==> src/rtl/code_loader_pkg.sv <==
// Shared constants for the code loader: frame sync byte, FSM state encodings
// and the running-checksum helper.
package code_loader_pkg;

   localparam logic [7:0] LOADER_SYNC = 8'hD1;

   typedef enum logic [2:0] {
      LD_IDLE    = 3'd0,
      LD_LEN_HI  = 3'd1,
      LD_LEN_LO  = 3'd2,
      LD_DATA_HI = 3'd3,
      LD_DATA_LO = 3'd4,
      LD_CHECK   = 3'd5,
      LD_RUN     = 3'd6,
      LD_ERROR   = 3'd7
   } ld_state_e;

   function automatic logic [7:0] csum_add(input logic [7:0] acc, input logic [7:0] data);
      return acc + data;
   endfunction

endpackage

==> src/rtl/code_loader_if.sv <==
// Byte-stream handshake from the host-link receiver plus the code-memory
// write port; master is the link/memory side, slave is the loader.
interface code_loader_if #(
   parameter int ADDR_W = 9
) ();

   logic [7:0]        byte_in;
   logic              byte_valid;
   logic              byte_ready;
   logic              code_w_en;
   logic [ADDR_W-1:0] code_addr_in;
   logic [15:0]       code_in;

   modport master (
      output byte_in,
      output byte_valid,
      input  byte_ready,
      input  code_w_en,
      input  code_addr_in,
      input  code_in
   );

   modport slave (
      input  byte_in,
      input  byte_valid,
      output byte_ready,
      output code_w_en,
      output code_addr_in,
      output code_in
   );

endinterface

==> src/rtl/code_loader_load_timer.sv <==
// Clearable idle counter; expired flags the cycle in which the
// TIMEOUT_CYCLES-th consecutive idle cycle is being counted.
module load_timer #(
   parameter int TIMEOUT_CYCLES = 1000000
) (
   input  logic clk,
   input  logic rst,
   input  logic clr,
   input  logic inc,
   output logic expired
);

   localparam int CNT_W = $clog2(TIMEOUT_CYCLES + 1);

   logic [CNT_W-1:0] count_r;

   // Idle-cycle counter: clear wins over increment.
   always_ff @(posedge clk or negedge rst) begin
      if (!rst) begin
         count_r <= '0;
      end else if (clr) begin
         count_r <= '0;
      end else if (inc) begin
         count_r <= count_r + CNT_W'(1);
      end else begin
         count_r <= count_r;
      end
   end

   assign expired = inc && (count_r == CNT_W'(TIMEOUT_CYCLES - 1));

endmodule

==> src/rtl/code_loader.sv <==
// Framed byte-stream code loader: assembles big-endian words, writes code
// memory, verifies the checksum and releases the core on success.
module code_loader
   import code_loader_pkg::*;
#(
   parameter int ADDR_W         = 9,
   parameter int TIMEOUT_CYCLES = 1000000
) (
   input  logic         clk,
   input  logic         rst,
   code_loader_if.slave bus,
   output logic         run,
   output logic         core_rst,
   output logic         load_err
);

   localparam logic [16:0] MAX_WORDS = 17'(1 << ADDR_W);

   ld_state_e         state_r, state_s;
   logic [7:0]        len_hi_r, len_hi_s;
   logic [15:0]       len_r, len_s;
   logic [15:0]       word_cnt_r, word_cnt_s;
   logic [7:0]        csum_r, csum_s;
   logic [7:0]        hi_r, hi_s;
   logic              byte_ready_r, byte_ready_s;
   logic              code_w_en_r, code_w_en_s;
   logic [ADDR_W-1:0] code_addr_r, code_addr_s;
   logic [15:0]       code_in_r, code_in_s;
   logic              run_r, run_s;
   logic              core_rst_r, core_rst_s;
   logic              load_err_r, load_err_s;

   logic              xfer_s;
   logic              timed_s;
   logic              timer_expired_s;
   logic [15:0]       len_full_s;
   logic [15:0]       word_next_s;

   assign xfer_s      = bus.byte_valid & byte_ready_r;
   assign timed_s     = (state_r == LD_LEN_HI) || (state_r == LD_LEN_LO) ||
                        (state_r == LD_DATA_HI) || (state_r == LD_DATA_LO) ||
                        (state_r == LD_CHECK);
   assign len_full_s  = {len_hi_r, bus.byte_in};
   assign word_next_s = word_cnt_r + 16'd1;

   load_timer #(
      .TIMEOUT_CYCLES(TIMEOUT_CYCLES)
   ) u_load_timer (
      .clk     (clk),
      .rst     (rst),
      .clr     (~timed_s | xfer_s),
      .inc     (timed_s & ~xfer_s),
      .expired (timer_expired_s)
   );

   // Next-state and next-output logic; expiry only fires on non-transfer cycles.
   always_comb begin
      state_s      = state_r;
      len_hi_s     = len_hi_r;
      len_s        = len_r;
      word_cnt_s   = word_cnt_r;
      csum_s       = csum_r;
      hi_s         = hi_r;
      byte_ready_s = 1'b1;
      code_w_en_s  = 1'b0;
      code_addr_s  = code_addr_r;
      code_in_s    = code_in_r;
      run_s        = run_r;
      core_rst_s   = core_rst_r;
      load_err_s   = load_err_r;

      if (timer_expired_s) begin
         state_s    = LD_ERROR;
         load_err_s = 1'b1;
         run_s      = 1'b0;
         core_rst_s = 1'b1;
      end else begin
         case (state_r)
            LD_IDLE, LD_RUN, LD_ERROR: begin
               if (xfer_s && (bus.byte_in == LOADER_SYNC)) begin
                  state_s     = LD_LEN_HI;
                  load_err_s  = 1'b0;
                  csum_s      = 8'h00;
                  word_cnt_s  = 16'd0;
                  code_addr_s = '0;
                  run_s       = 1'b0;
                  core_rst_s  = 1'b1;
               end else begin
                  state_s = state_r;
               end
            end
            LD_LEN_HI: begin
               if (xfer_s) begin
                  len_hi_s = bus.byte_in;
                  state_s  = LD_LEN_LO;
               end else begin
                  state_s = state_r;
               end
            end
            LD_LEN_LO: begin
               if (xfer_s) begin
                  len_s = len_full_s;
                  if ((len_full_s == 16'd0) || ({1'b0, len_full_s} > MAX_WORDS)) begin
                     state_s    = LD_ERROR;
                     load_err_s = 1'b1;
                  end else begin
                     state_s = LD_DATA_HI;
                  end
               end else begin
                  state_s = state_r;
               end
            end
            LD_DATA_HI: begin
               if (xfer_s) begin
                  hi_s    = bus.byte_in;
                  csum_s  = csum_add(csum_r, bus.byte_in);
                  state_s = LD_DATA_LO;
               end else begin
                  state_s = state_r;
               end
            end
            LD_DATA_LO: begin
               if (xfer_s) begin
                  code_w_en_s = 1'b1;
                  code_in_s   = {hi_r, bus.byte_in};
                  code_addr_s = word_cnt_r[ADDR_W-1:0];
                  csum_s      = csum_add(csum_r, bus.byte_in);
                  word_cnt_s  = word_next_s;
                  if (word_next_s == len_r) begin
                     state_s = LD_CHECK;
                  end else begin
                     state_s = LD_DATA_HI;
                  end
               end else begin
                  state_s = state_r;
               end
            end
            LD_CHECK: begin
               if (xfer_s) begin
                  if (bus.byte_in == csum_r) begin
                     state_s    = LD_RUN;
                     run_s      = 1'b1;
                     core_rst_s = 1'b0;
                  end else begin
                     state_s    = LD_ERROR;
                     load_err_s = 1'b1;
                  end
               end else begin
                  state_s = state_r;
               end
            end
            default: begin
               state_s = LD_IDLE;
            end
         endcase
      end
   end

   // FSM state register.
   always_ff @(posedge clk or negedge rst) begin
      if (!rst) begin
         state_r <= LD_IDLE;
      end else begin
         state_r <= state_s;
      end
   end

   // Frame bookkeeping and registered outputs.
   always_ff @(posedge clk or negedge rst) begin
      if (!rst) begin
         len_hi_r     <= 8'h00;
         len_r        <= 16'd0;
         word_cnt_r   <= 16'd0;
         csum_r       <= 8'h00;
         hi_r         <= 8'h00;
         byte_ready_r <= 1'b0;
         code_w_en_r  <= 1'b0;
         code_addr_r  <= '0;
         code_in_r    <= 16'h0000;
         run_r        <= 1'b0;
         core_rst_r   <= 1'b1;
         load_err_r   <= 1'b0;
      end else begin
         len_hi_r     <= len_hi_s;
         len_r        <= len_s;
         word_cnt_r   <= word_cnt_s;
         csum_r       <= csum_s;
         hi_r         <= hi_s;
         byte_ready_r <= byte_ready_s;
         code_w_en_r  <= code_w_en_s;
         code_addr_r  <= code_addr_s;
         code_in_r    <= code_in_s;
         run_r        <= run_s;
         core_rst_r   <= core_rst_s;
         load_err_r   <= load_err_s;
      end
   end

   assign bus.byte_ready   = byte_ready_r;
   assign bus.code_w_en    = code_w_en_r;
   assign bus.code_addr_in = code_addr_r;
   assign bus.code_in      = code_in_r;
   assign run              = run_r;
   assign core_rst         = core_rst_r;
   assign load_err         = load_err_r;

endmodule

==> src/flat_wrapper.sv <==
// flat-port wrapper written by rule: the top's interface ports become plain ports
module code_loader_flat import code_loader_pkg::*;
#(
   parameter int ADDR_W         = 9,
   parameter int TIMEOUT_CYCLES = 1000000
)
  (clk, rst, run, core_rst, load_err, bus_byte_in, bus_byte_valid, bus_byte_ready, bus_code_w_en, bus_code_addr_in, bus_code_in);
  code_loader_if #(.ADDR_W(ADDR_W)) bus_i ();
  input  logic clk;
  input  logic rst;
  output logic run;
  output logic core_rst;
  output logic load_err;
  input wire logic [$bits(bus_i.byte_in)-1:0] bus_byte_in;
  input wire logic [$bits(bus_i.byte_valid)-1:0] bus_byte_valid;
  output wire logic [$bits(bus_i.byte_ready)-1:0] bus_byte_ready;
  output wire logic [$bits(bus_i.code_w_en)-1:0] bus_code_w_en;
  output wire logic [$bits(bus_i.code_addr_in)-1:0] bus_code_addr_in;
  output wire logic [$bits(bus_i.code_in)-1:0] bus_code_in;
  assign bus_i.byte_in = bus_byte_in;
  assign bus_i.byte_valid = bus_byte_valid;
  assign bus_byte_ready = bus_i.byte_ready;
  assign bus_code_w_en = bus_i.code_w_en;
  assign bus_code_addr_in = bus_i.code_addr_in;
  assign bus_code_in = bus_i.code_in;
  code_loader #(.ADDR_W(ADDR_W), .TIMEOUT_CYCLES(TIMEOUT_CYCLES)) u_core (.clk(clk), .rst(rst), .bus(bus_i), .run(run), .core_rst(core_rst), .load_err(load_err));
endmodule
==> config.mk <==
export PLATFORM = sky130hd
export DESIGN_NAME = code_loader_flat
export DESIGN_NICKNAME = d
export VERILOG_FILES = /design/src/rtl/code_loader_pkg.sv /design/src/rtl/code_loader_if.sv /design/src/rtl/code_loader_load_timer.sv /design/src/rtl/code_loader.sv /design/src/flat_wrapper.sv
export SDC_FILE = /design/constraint.sdc
export NUM_CORES = 1
export LEC_CHECK = 0
export CORE_MARGIN = 3
export CORE_UTILIZATION = 50
export DETAILED_ROUTE_END_ITERATION = 12
export PLACE_DENSITY = 0.81
export SETUP_SLACK_MARGIN = 0.02
export SYNTH_ARGS = -nofsm -noshare
export SYNTH_HDL_FRONTEND = slang
export SYNTH_SLANG_ARGS = --single-unit
==> constraint.sdc <==
create_clock -name clk -period 2.7 [get_ports clk]
set_input_delay 0.54 -clock clk [delete_from_list [all_inputs] [get_ports clk]]
set_output_delay 0.54 -clock clk [all_outputs]
set_load 0.02 [all_outputs]
* Word level (Yosys, flattened, before mapping)
Cells that the tools add are included.
Operators by class: equal/unequal tests 23, $add $sub $neg 3, magnitude comparators 1, bitwise operators 6, reduce and logical (&&, ||, !) cells 25, muxes and demuxes 41
Operator list (number):
- 20-bit two-way mux | 2
- 16-bit two-way mux | 2
- 16-bit case mux with 2 select lines | 1
- 3-bit two-way mux | 9
- 20-bit by 1-bit adder with 20-bit output, second input constant | 1
- 20-bit == test, second input constant | 1
- 9-bit two-way mux | 2
- 3-bit by 1-bit inequality test with 1-bit output, second input constant | 6
- 3-bit case mux with 6 select lines | 1
- 9-bit case mux with 2 select lines | 1
- 1-bit two-way mux | 17
- 16-bit by 1-bit adder with 16-bit output, second input constant | 1
- 16-bit == test | 1
- 16-bit by 10-bit greater-than comparator with 1-bit output, second input constant | 1
- 16-bit zero test | 1
- 8-bit two-way mux | 2
- 8-bit case mux with 2 select lines | 1
- 3-bit == test, second input constant | 4
- 3-bit AND reduction | 4
- 4-bit AND reduction | 3
- 6-bit AND reduction | 2
- 3-bit by 2-bit inequality test with 1-bit output, second input constant | 3
- 8-bit adder | 1
- 8-bit == test | 1
- 17 further kinds | 31
Word-level totals: logic and storage cells 113, output and inout port bits 30, input port bits 11, register bits after elaboration 109

* Logic depth before layout (Yosys ltp)
Gate-level depths: netlist of the first run.
word-level depth 9, depth in mapped cells 8

* By module
From an unflattened synthesis of the first run, not the netlist that was laid out.
Second synthesis, totals: cell total of the unflattened synthesis 567, area, all modules 5670.4 sq um
Modules (own cells, without submodules):
- code_loader | cells an instance 461, seq. area each 2228.4 sq um, area an instance 4605.7 sq um, times used 1
- load_timer | cells an instance 106, seq. area each 500.5 sq um, area an instance 1064.8 sq um, times used 1

* Worst setup path before layout of the first run
No wires, ideal clock.
path kind input to register, start point in bus_byte_valid, end point reg u_core.run_r, in the netlist u_core.run, arrival time 2.011 ns, stages 7, library setup time 0.118 ns, required time 2.582 ns, path buffers 1, slack 0.571 ns, cell sequence and2_1 > clkbuf_1 > a211o_1 > or4_1 > inv_1 > o21ai_1 > a21o_1
Between the ends: word-level cells in the longest chain between the ends 6, elaborated cells on any way between the ends 11, those cells by class 3 x eq/ne; 1 x mux; 3 x bitwise; 4 x reduce/logical
RTL lines:
- start: declaration | RTL line flat_wrapper.sv:15 | input wire logic [$bits(bus_i.byte_valid)-1:0] bus_byte_valid;
- 1-bit AND (*) | RTL line code_loader.sv:39 | assign xfer_s = bus.byte_valid & byte_ready_r;
- 1-bit inverter | RTL line code_loader.sv:52 | .inc (timed_s & ~xfer_s),
- 1-bit AND | RTL line code_loader.sv:52
- 1-bit logical AND | RTL line code_loader_load_timer.sv:30 | assign expired = inc && (count_r == CNT_W'(TIMEOUT_CYCLES - 1));
- 3-bit by 2-bit inequality test with 1-bit output (no line), or another cell as far along
- 4-bit AND reduction (no line)
- end signal: assignment | RTL line code_loader.sv:193 | run_r <= run_s;
- end: declaration | RTL line code_loader.sv:29 | logic run_r, run_s;
Every way passes the cells marked *; elsewhere a longest branch is shown, timed or not. A chain may end at the register's enable or synchronous reset.

* Final worst setup path of the first run
start point in bus_byte_in[1], end point reg u_core.word_cnt_r[4]
Between the ends: word-level cells in the longest chain between the ends 4
RTL lines:
- start: declaration | RTL line flat_wrapper.sv:14 | input wire logic [$bits(bus_i.byte_in)-1:0] bus_byte_in;
- 8-bit == test | RTL line code_loader.sv:80 | if (xfer_s && (bus.byte_in == LOADER_SYNC)) begin
- 1-bit logical AND | RTL line code_loader.sv:80
- 2-bit by 1-bit inequality test with 1-bit output (no line)
- 4-bit AND reduction (no line)
- end signal: assignment | RTL line code_loader.sv:186 | word_cnt_r <= word_cnt_s;
- end: declaration | RTL line code_loader.sv:22 | logic [15:0] word_cnt_r, word_cnt_s;
No other way between the ends.

==> impl_results.md, run 1 <==
* Yosys top cell area share at 49.6%
* First-pass iteration count of the detailed router at 5
* Sw frac at a little under two fifths
* Layout cell share with drive strength beyond 1 at between 10% and 20%
* DR vias at 4,372
* Worst Path Arrival at about 2.7 ns
* MaxCap Viol Count at 0
* Maximum fanout along the worst path at 25
* Dpl hpwl at around 8600 um
* Avg Cell Area, Syn at 10.1 um2
* Post-synthesis instance total at 540
* Synth cell count leaders: 108 x dfrtp_1, 79 x nand2_1, 43 x nor2_1, 31 x mux2_2, 31 x o21ai_0
* R2R cell count at 7
* Site row count at 37
* Antenna violations before repair at 0
* EDFF count, synth at 0
* Status: finished clean
* Synthesized flop and latch total at 109
* Tmin final at between 2 and 2.5 ns
* Leading area contributor after synthesis: dfrtp_1
* Fill cells at about 840
* Switching power at just under 0.002 W
* Fin nets at ~620
* Antenna Violating Nets Remaining at 0
* Residual DRC at 0
* CTS clk-pin slew, worst paths at 0.11 ns
* RSZ-0062 raised after global routing: false
* Worst Setup Start Kind: primary input
* Final Max Tran Viols at 0
* Die X-Extent at between 100 and 150 um
* Cells along the critical path: clkdlybuf4s50_1 > nor4_1 > nand2_1 > nor3_1 > o21ai_1 > buf_4 > o21ai_0 > o21ai_0
* Wire per inst at between 15 and 20 um
* Sequential power share at between 40% and 50%
* Setup TNS at 0 ns
* H-tree Lvls at 3
* Slowest-stage cell, CP: clkdlybuf4s50_1
* Ys async rst share at 100%
* CP endpoint kind: register
* Chip Height at approximately 110 um
* CP peak stage delay at approximately 0.55 ns
* CTS Sinks at roughly 110
* Sequential area share after synthesis at between 50% and 60%
* Int Power at between 0.003 and 0.004 W
* Sequential Area at 2730 um2
* Slew HR at ~64%
* CTS tree: done
* Worst R2R Setup Slack at 0.30 ns
* Min-delay worst type: in -> async
* Total track usage at 22.0%
* Top cells by area, synth: dfrtp_1 50%, mux2_2 6.4%, nand2_1 5.4%
* Crit Path Class: in -> reg
* PwrDens at 836 nW/um2
* GP Congestion at between 0.8 and 0.9
* Pin count of the biggest net entering global routing at 46
* Diodes inserted at 0
* Initial DRC count at between 300 and 400
* Worst slew pin tran at 0.529 ns
* Unique masters post-synth at 56
* CP most frequent cell: o21ai_0
* Setup Skew at ~0.013 ns
* Clock Power Share at between 10% and 20%
* Ports at 41
* Vias/cell at about 5.9
* Port buffer count at 40
* Cell with the most instances after synthesis: dfrtp_1
* Die area at 12,200 um2
* Comb pwr share at a little over a third
* Period Utilization, post-route at roughly nine tenths
* Pleak at 2.90 nW
* Worst-Skew Late Latency at 0.40 ns
* Reg2reg start: u_core.word_cnt_r[1]
* Synth-to-layout area growth at 17.2%
* Ys flop type: dfrtp_1
* GRT overflow at 0
* # setup viols final at 0
* Root Buffer: clkbuf_8
* Core area at 10,500 um2
* R2r endpoint: u_core.state_r[1]
* Vias in the first global route at ~4.3k
* Starting Density at ~52%
* Multi-input gate area at about 2600 um2
* First-pass GRT wire length at around 21,000 um
* Area of the mapped netlist at between 5000 and 6000 um2
* Syn_nets at roughly 560
* Post-layout util at about 61%
* Fmax at between 0.4 and 0.5 GHz
* Peak supply drop at about 540 uV
* Worst path required time at between 2 and 3 ns
* Hold buffers post-CTS at 0
* Cts bufs inserted at 9
* Syn. warnings at 0
* Final hold violations at 0
* CTS max path bufs at 2
* WL final at about 12,000 um
[kinds of logic after synthesis]
group                    after synthesis  share of synthesized area, %
multiplexers                          31                          6.41
adder cells (fa/ha/maj)               10                          2.43
AND/OR/NAND/NOR                      206                          18.4
flip-flops                           109                          50.1
buffers and inverters                 34                          2.46
other                                  1                        0.0688
XOR/XNOR                              43                          6.91
AO/OA/AOI/OAI                        106                          13.2
[placed cells by master, fill, tap and decap left out, types with 3 or more instances in the layout]
master	n
dfrtp_1	108
nand2_1	79
nor2_1	43
clkdlybuf4s50_1	39
buf_4	32
mux2_2	31
o21ai_0	31
xor2_1	22
xnor2_1	21
nand3_1	19
a21oi_1	16
a22o_1	16
nor3_1	11
nand4_1	9
nor4_1	9
ha_1	9
clkbuf_8	9
and3_1	8
inv_1	8
a31oi_1	8
o31ai_1	6
and4_1	4
or4_1	4
o211ai_1	4
a21o_1	4
a211o_1	3
nor2b_1	3
o21bai_1	3
[cell type report]
| type | count | area share (%) |
|---|---|---|
| sequential | 109 | 42.7 |
| tap | 136 | 2.66 |
| clock buffer | 9 | 1.94 |
| inverter | 8 | 0.470 |
| clock inverter | 7 | 1.08 |
| multi-input combinational | 397 | 40.6 |
| timing repair buffer | 73 | 10.5 |
[per-layer routing]
metal	part of all wire, %	vias up	GRT usage, %
li1	-	2044	-
met1	43	2168	29.5
met2	49	132	35.5
met3	5.1	28	5.07
met4	2.1	0	7.39
met5	0	-	0
[timing repair]
item | in CTS | in global routing
buffers inserted | 0 | 0
setup endpoints to repair | 0 | 1
resized for setup | 0 | 1
[power by group through the flow]
stage | combinational [W] | sequential [W] | clock [W]
4_1_cts | 0.00194 | 0.00241 | 0.000995
3_5_place_dp | 0.00193 | 0.00244 | 0
3_3_place_gp | 0.00187 | 0.00242 | 0
6_report | 0.00194 | 0.00242 | 0.000977
5_1_grt | 0.00215 | 0.00247 | 0.00106
2_1_floorplan | 0.00119 | 0.00247 | 0
[metrics by stage]
| stage | instances | power (W) | setup slack (ns) | area [um2] | hold WS [ns] |
|---|---|---|---|---|---|
| final | 739 | 0.00534 | 0.290 | 6390 | 0.0998 |
| after global routing | 739 | 0.00568 | 0.0700 | 6390 | 0.117 |
| after CTS | 739 | 0.00535 | 0.250 | 6380 | 0.109 |
| after detailed placement | 723 | 0.00437 | -0.0450 | 6190 | 0.453 |
| after global placement | 723 | 0.00429 | 0.0394 | 6190 | 0.445 |
| after floorplan | 540 | 0.00367 | 0.571 | 5450 | 0.244 |
[worst max-delay path by stage]
stage          depth (start not counted)                 start                    to  slack [ns]
2_1_floorplan                          7        bus_byte_valid            u_core.run        0.57
3_3_place_gp                           7        bus_byte_in[1]     u_core.state_r[2]        0.04
3_5_place_dp                           8        bus_byte_in[1]  u_core.word_cnt_r[3]       -0.04
4_1_cts                                7  u_core.word_cnt_r[1]     u_core.state_r[1]        0.25
5_1_grt                                7  u_core.word_cnt_r[1]     u_core.state_r[1]        0.07
6_report                               8        bus_byte_in[1]  u_core.word_cnt_r[4]        0.29
[flip-flops by register name (all words and copies together), names as in the netlist]
signal and cells:
u_core.len_hi_r 8, u_core.u_load_timer.count_r 20, u_core.bus.code_addr_in 9, u_core.core_rst 1, u_core.hi_r 8, u_core.len_r 16, u_core.run 1, u_core.load_err 1
u_core.bus.byte_ready 1, u_core.csum_r 8, u_core.state_r 3, u_core.word_cnt_r 16, u_core.bus.code_w_en 1, u_core.bus.code_in 16
[critical path, delay by kind of cell]
kind / cells / cell delay (ns)
AND/OR/NAND/NOR: 3 / 0.94
buffers and inverters: 2 / 0.77
AO/OA/AOI/OAI: 3 / 0.43
Power figures use the tool's default switching activity.
==> run 2: changes to the inputs <==
--- a/config.mk
+++ b/config.mk
@@ -5,6 +5,7 @@
 export SDC_FILE = /design/constraint.sdc
 export NUM_CORES = 1
 export LEC_CHECK = 0
+export ABC_AREA = 1
 export CORE_MARGIN = 3
 export CORE_UTILIZATION = 50
 export DETAILED_ROUTE_END_ITERATION = 12
@@ -13,3 +14,4 @@
 export SYNTH_ARGS = -nofsm -noshare
 export SYNTH_HDL_FRONTEND = slang
 export SYNTH_SLANG_ARGS = --single-unit
+export TNS_END_PERCENT = 20
==> run 2 against run 1 <==
Net effect:
- worst setup slack improved by 0.077 ns
- synthesized cell count up 32%
- area after synthesis increased by 4.4%
- largest power group unchanged
- clock-buffer cell count rose by 1
- highest routed layer unchanged
- final cell count grew 22%
- first-iteration DRC count increased by 19%
- maximum frequency up 3.3%
- clock skew shrank 0.0023 ns
- sequential share of layout area fell by 1.1 points
==> impl_results.md, run 2 <==
* Status: finished clean
* Post-CTS setup buffer count at 0
* PwrDens at 880 nW/um2
* Post-synthesis instance total at ~710
* Unique masters post-synth at 43
* Synth-to-layout area growth at 15.4%
* Pleak at just over 3 nW
* Layout cell share with drive strength beyond 1 at about a tenth
* CTS tree: done
* Area of the mapped netlist at between 5000 and 6000 um2
* Diodes inserted at 0
* Antenna Violating Nets Remaining at 0
* Tmin final at 2.33 ns
* Yosys top cell area share at between 40% and 50%
* Vias/cell at approximately 5.4
* Wire per inst at 14.5 um
* Most frequent cells in the layout: 201 x nand2_1, 108 x dfrtp_1, 85 x inv_1
* Slew HR at ~54%
* Core area at 11,000 um2
* Setup Skew at approximately 0.010 ns
* Setup TNS at 0 ns
* CTS Sinks at around 110
* Avg Cell Area, Syn at approximately 8.0 um2
* Fmax at around 0.43 GHz
* Chip Height at between 100 and 150 um
* Root Buffer: clkbuf_16
* Residual DRC at 0
* First-pass iteration count of the detailed router at 5
* Sw frac at ~40%
* CP endpoint kind: register
* Ys async rst share at 100%
* # setup viols final at 0
* Max reg flops at 20
* Sequential area share after synthesis at between 40 and 50%
* Clock Power Share at approximately a fifth
* Placed cell area at roughly 6300 um2
* Final WS setup at 0.367 ns
* Hold Slack at between 0.15 and 0.2 ns
* Maximum fanout along the worst path at 5
* MaxCap Viol Count at 0
* Starting Density at approximately 52%
* Final Max Tran Viols at 0
* Fin nets at between 700 and 800
* Worst Path Arrival at ~2.6 ns
* Ys flop type: dfrtp_1
* Placed cell count at between 800 and 900
* Worst path required time at roughly 3.0 ns
* Pin count of the biggest net entering global routing at 52
* Fin cells at approximately 900
* Peak supply drop at 478 uV
* Syn_nets at approximately 730
* Vias in the first global route at approximately 4.8k
* Worst Setup Start Kind: primary input
* Post-CTS Resized at 0
* Crit Path Class: in -> reg
* Synth cell count leaders: 201 x nand2_1, 108 x dfrtp_1, 85 x inv_1, 70 x o21ai_0, 55 x nor2_1
* Synthesized flop and latch total at approximately 110
* Worst slew pin tran at 0.694 ns
* Sequential power share at 40.8%
* RSZ-0062 raised after global routing: false
* Antenna violations before repair at 0
* CTS max path bufs at 2
* GP Congestion at just under 0.9
* Ports at roughly 40
* Final hold violations at 0
* Cell with the most instances after synthesis: nand2_1
* Most common cell after layout, fill and taps aside: nand2_1
* Place WS at ~0.095 ns
* Hold buffers post-CTS at 0
* Total track usage at between 20% and 30%
* CTS clk-pin slew, worst paths at approximately 0.07 ns
* First-pass GRT wire length at 22,300 um
* Top cells by area, synth: dfrtp_1 48%, nand2_1 13%, o21ai_0 6.2%
* Dpl hpwl at 9550 um
* Comb pwr share at a little under two fifths
* Period Utilization, post-route at between 80% and 90%
* EDFF count, synth at 0
* H-tree Lvls at 3
* Worst-Skew Late Latency at 0.35 ns
* Initial DRC count at 371
* Die X-Extent at 113 um
* Leading area contributor after synthesis: dfrtp_1
* Port buffer count at 40
* Final instance area at roughly 6600 um2
* GRT overflow at 0
* Site row count at 38
* Min-delay worst type: in -> async
* Switching power at roughly 0.0023 W
* Biggest register: u_core.u_load_timer.count_r
* WL final at between 10,000 and 15,000 um
* Syn. warnings at 0
* Fill cells at a little under 1k
* Cts bufs inserted at 9
* DR vias at between 4k and 5k
* Int Power at 0.00351 W
* Die area at approximately 13,000 um2
==> run 2: cell types whose count changed in the layout (fill, tap and decap cells not counted), sizes merged, moves of 23 or more <==
cell and change:
nand2 +130, mux2 -30, nand3 +23, inv +86, nor2 +28, o21ai +40
==> run 2: final timing paths <==
kind                                                      from                              to  slack, ns  depth (start not counted)
worst max-delay path                            bus_byte_in[2]                 u_core.core_rst       0.37                          9
worst min-delay path                                       rst      u_core.bus.code_addr_in[1]       0.18                          1
worst max register to register            u_core.word_cnt_r[0]               u_core.state_r[1]       0.54                         14
worst min register to register  u_core.u_load_timer.count_r[0]  u_core.u_load_timer.count_r[0]       0.46                          1
max in group asynchronous                                  rst                 u_core.core_rst       1.80                          2
min in group clk                u_core.u_load_timer.count_r[0]  u_core.u_load_timer.count_r[0]       0.46                          1
==> run 2: cells by family after synthesis <==
kind of cell | synth area share, %
simple gates | 28.2
compound gates | 12.1
flops | 48.0
buf+inv | 7.39
fa+ha+maj | 2.33
xor+xnor | 1.78
other cells | 0.0659
mux | 0.198
==> run 2: cell type report <==
cell class                      count  area, um2  area share (%)
Clock buffer                       10        229            3.49
Clock inverter                      5       45.0           0.686
Inverter                           94        353            5.38
Multi-Input combinational cell    495       2540            38.7
Sequential cell                   109       2730            41.6
Tap cell                          140        175            2.67
Timing Repair Buffer               51        493            7.51
==> run 2: per-stage QoR <==
stage	power [W]	utilization, %
global placement	0.00444	57.3
finish	0.00578	59.8
detailed placement	0.00453	57.3
global route	0.00617	59.8
CTS	0.00580	59.8
floorplan	0.00384	-
==> run 2: power groups by stage <==
| stage | Clock (W) | Combinational, W | Sequential [W] |
|---|---|---|---|
| floorplan | 0 | 0.00142 | 0.00243 |
| global placement | 0 | 0.00208 | 0.00236 |
| detailed placement | 0 | 0.00215 | 0.00238 |
| CTS | 0.00127 | 0.00218 | 0.00235 |
| global route | 0.00132 | 0.00245 | 0.00241 |
| finish | 0.00123 | 0.00219 | 0.00236 |
==> run 2: layer usage <==
layer	vias up	part of all wire (%)	track usage [%]
li1	2393	-	-
met1	2300	42	27.0
met2	178	51	37.4
met3	21	6.1	5.07
met4	0	1.6	6.01
met5	-	0	0
==> run 2: critical path, stage by stage <==
cell,delay [ns]
clkdlybuf4s50_1,0.45
ha_1,0.38
nor4_1,0.41
nand3_1,0.25
nand2_1,0.17
o2111ai_1,0.17
nand2_1,0.10
o21ai_0,0.08
inv_1,0.07
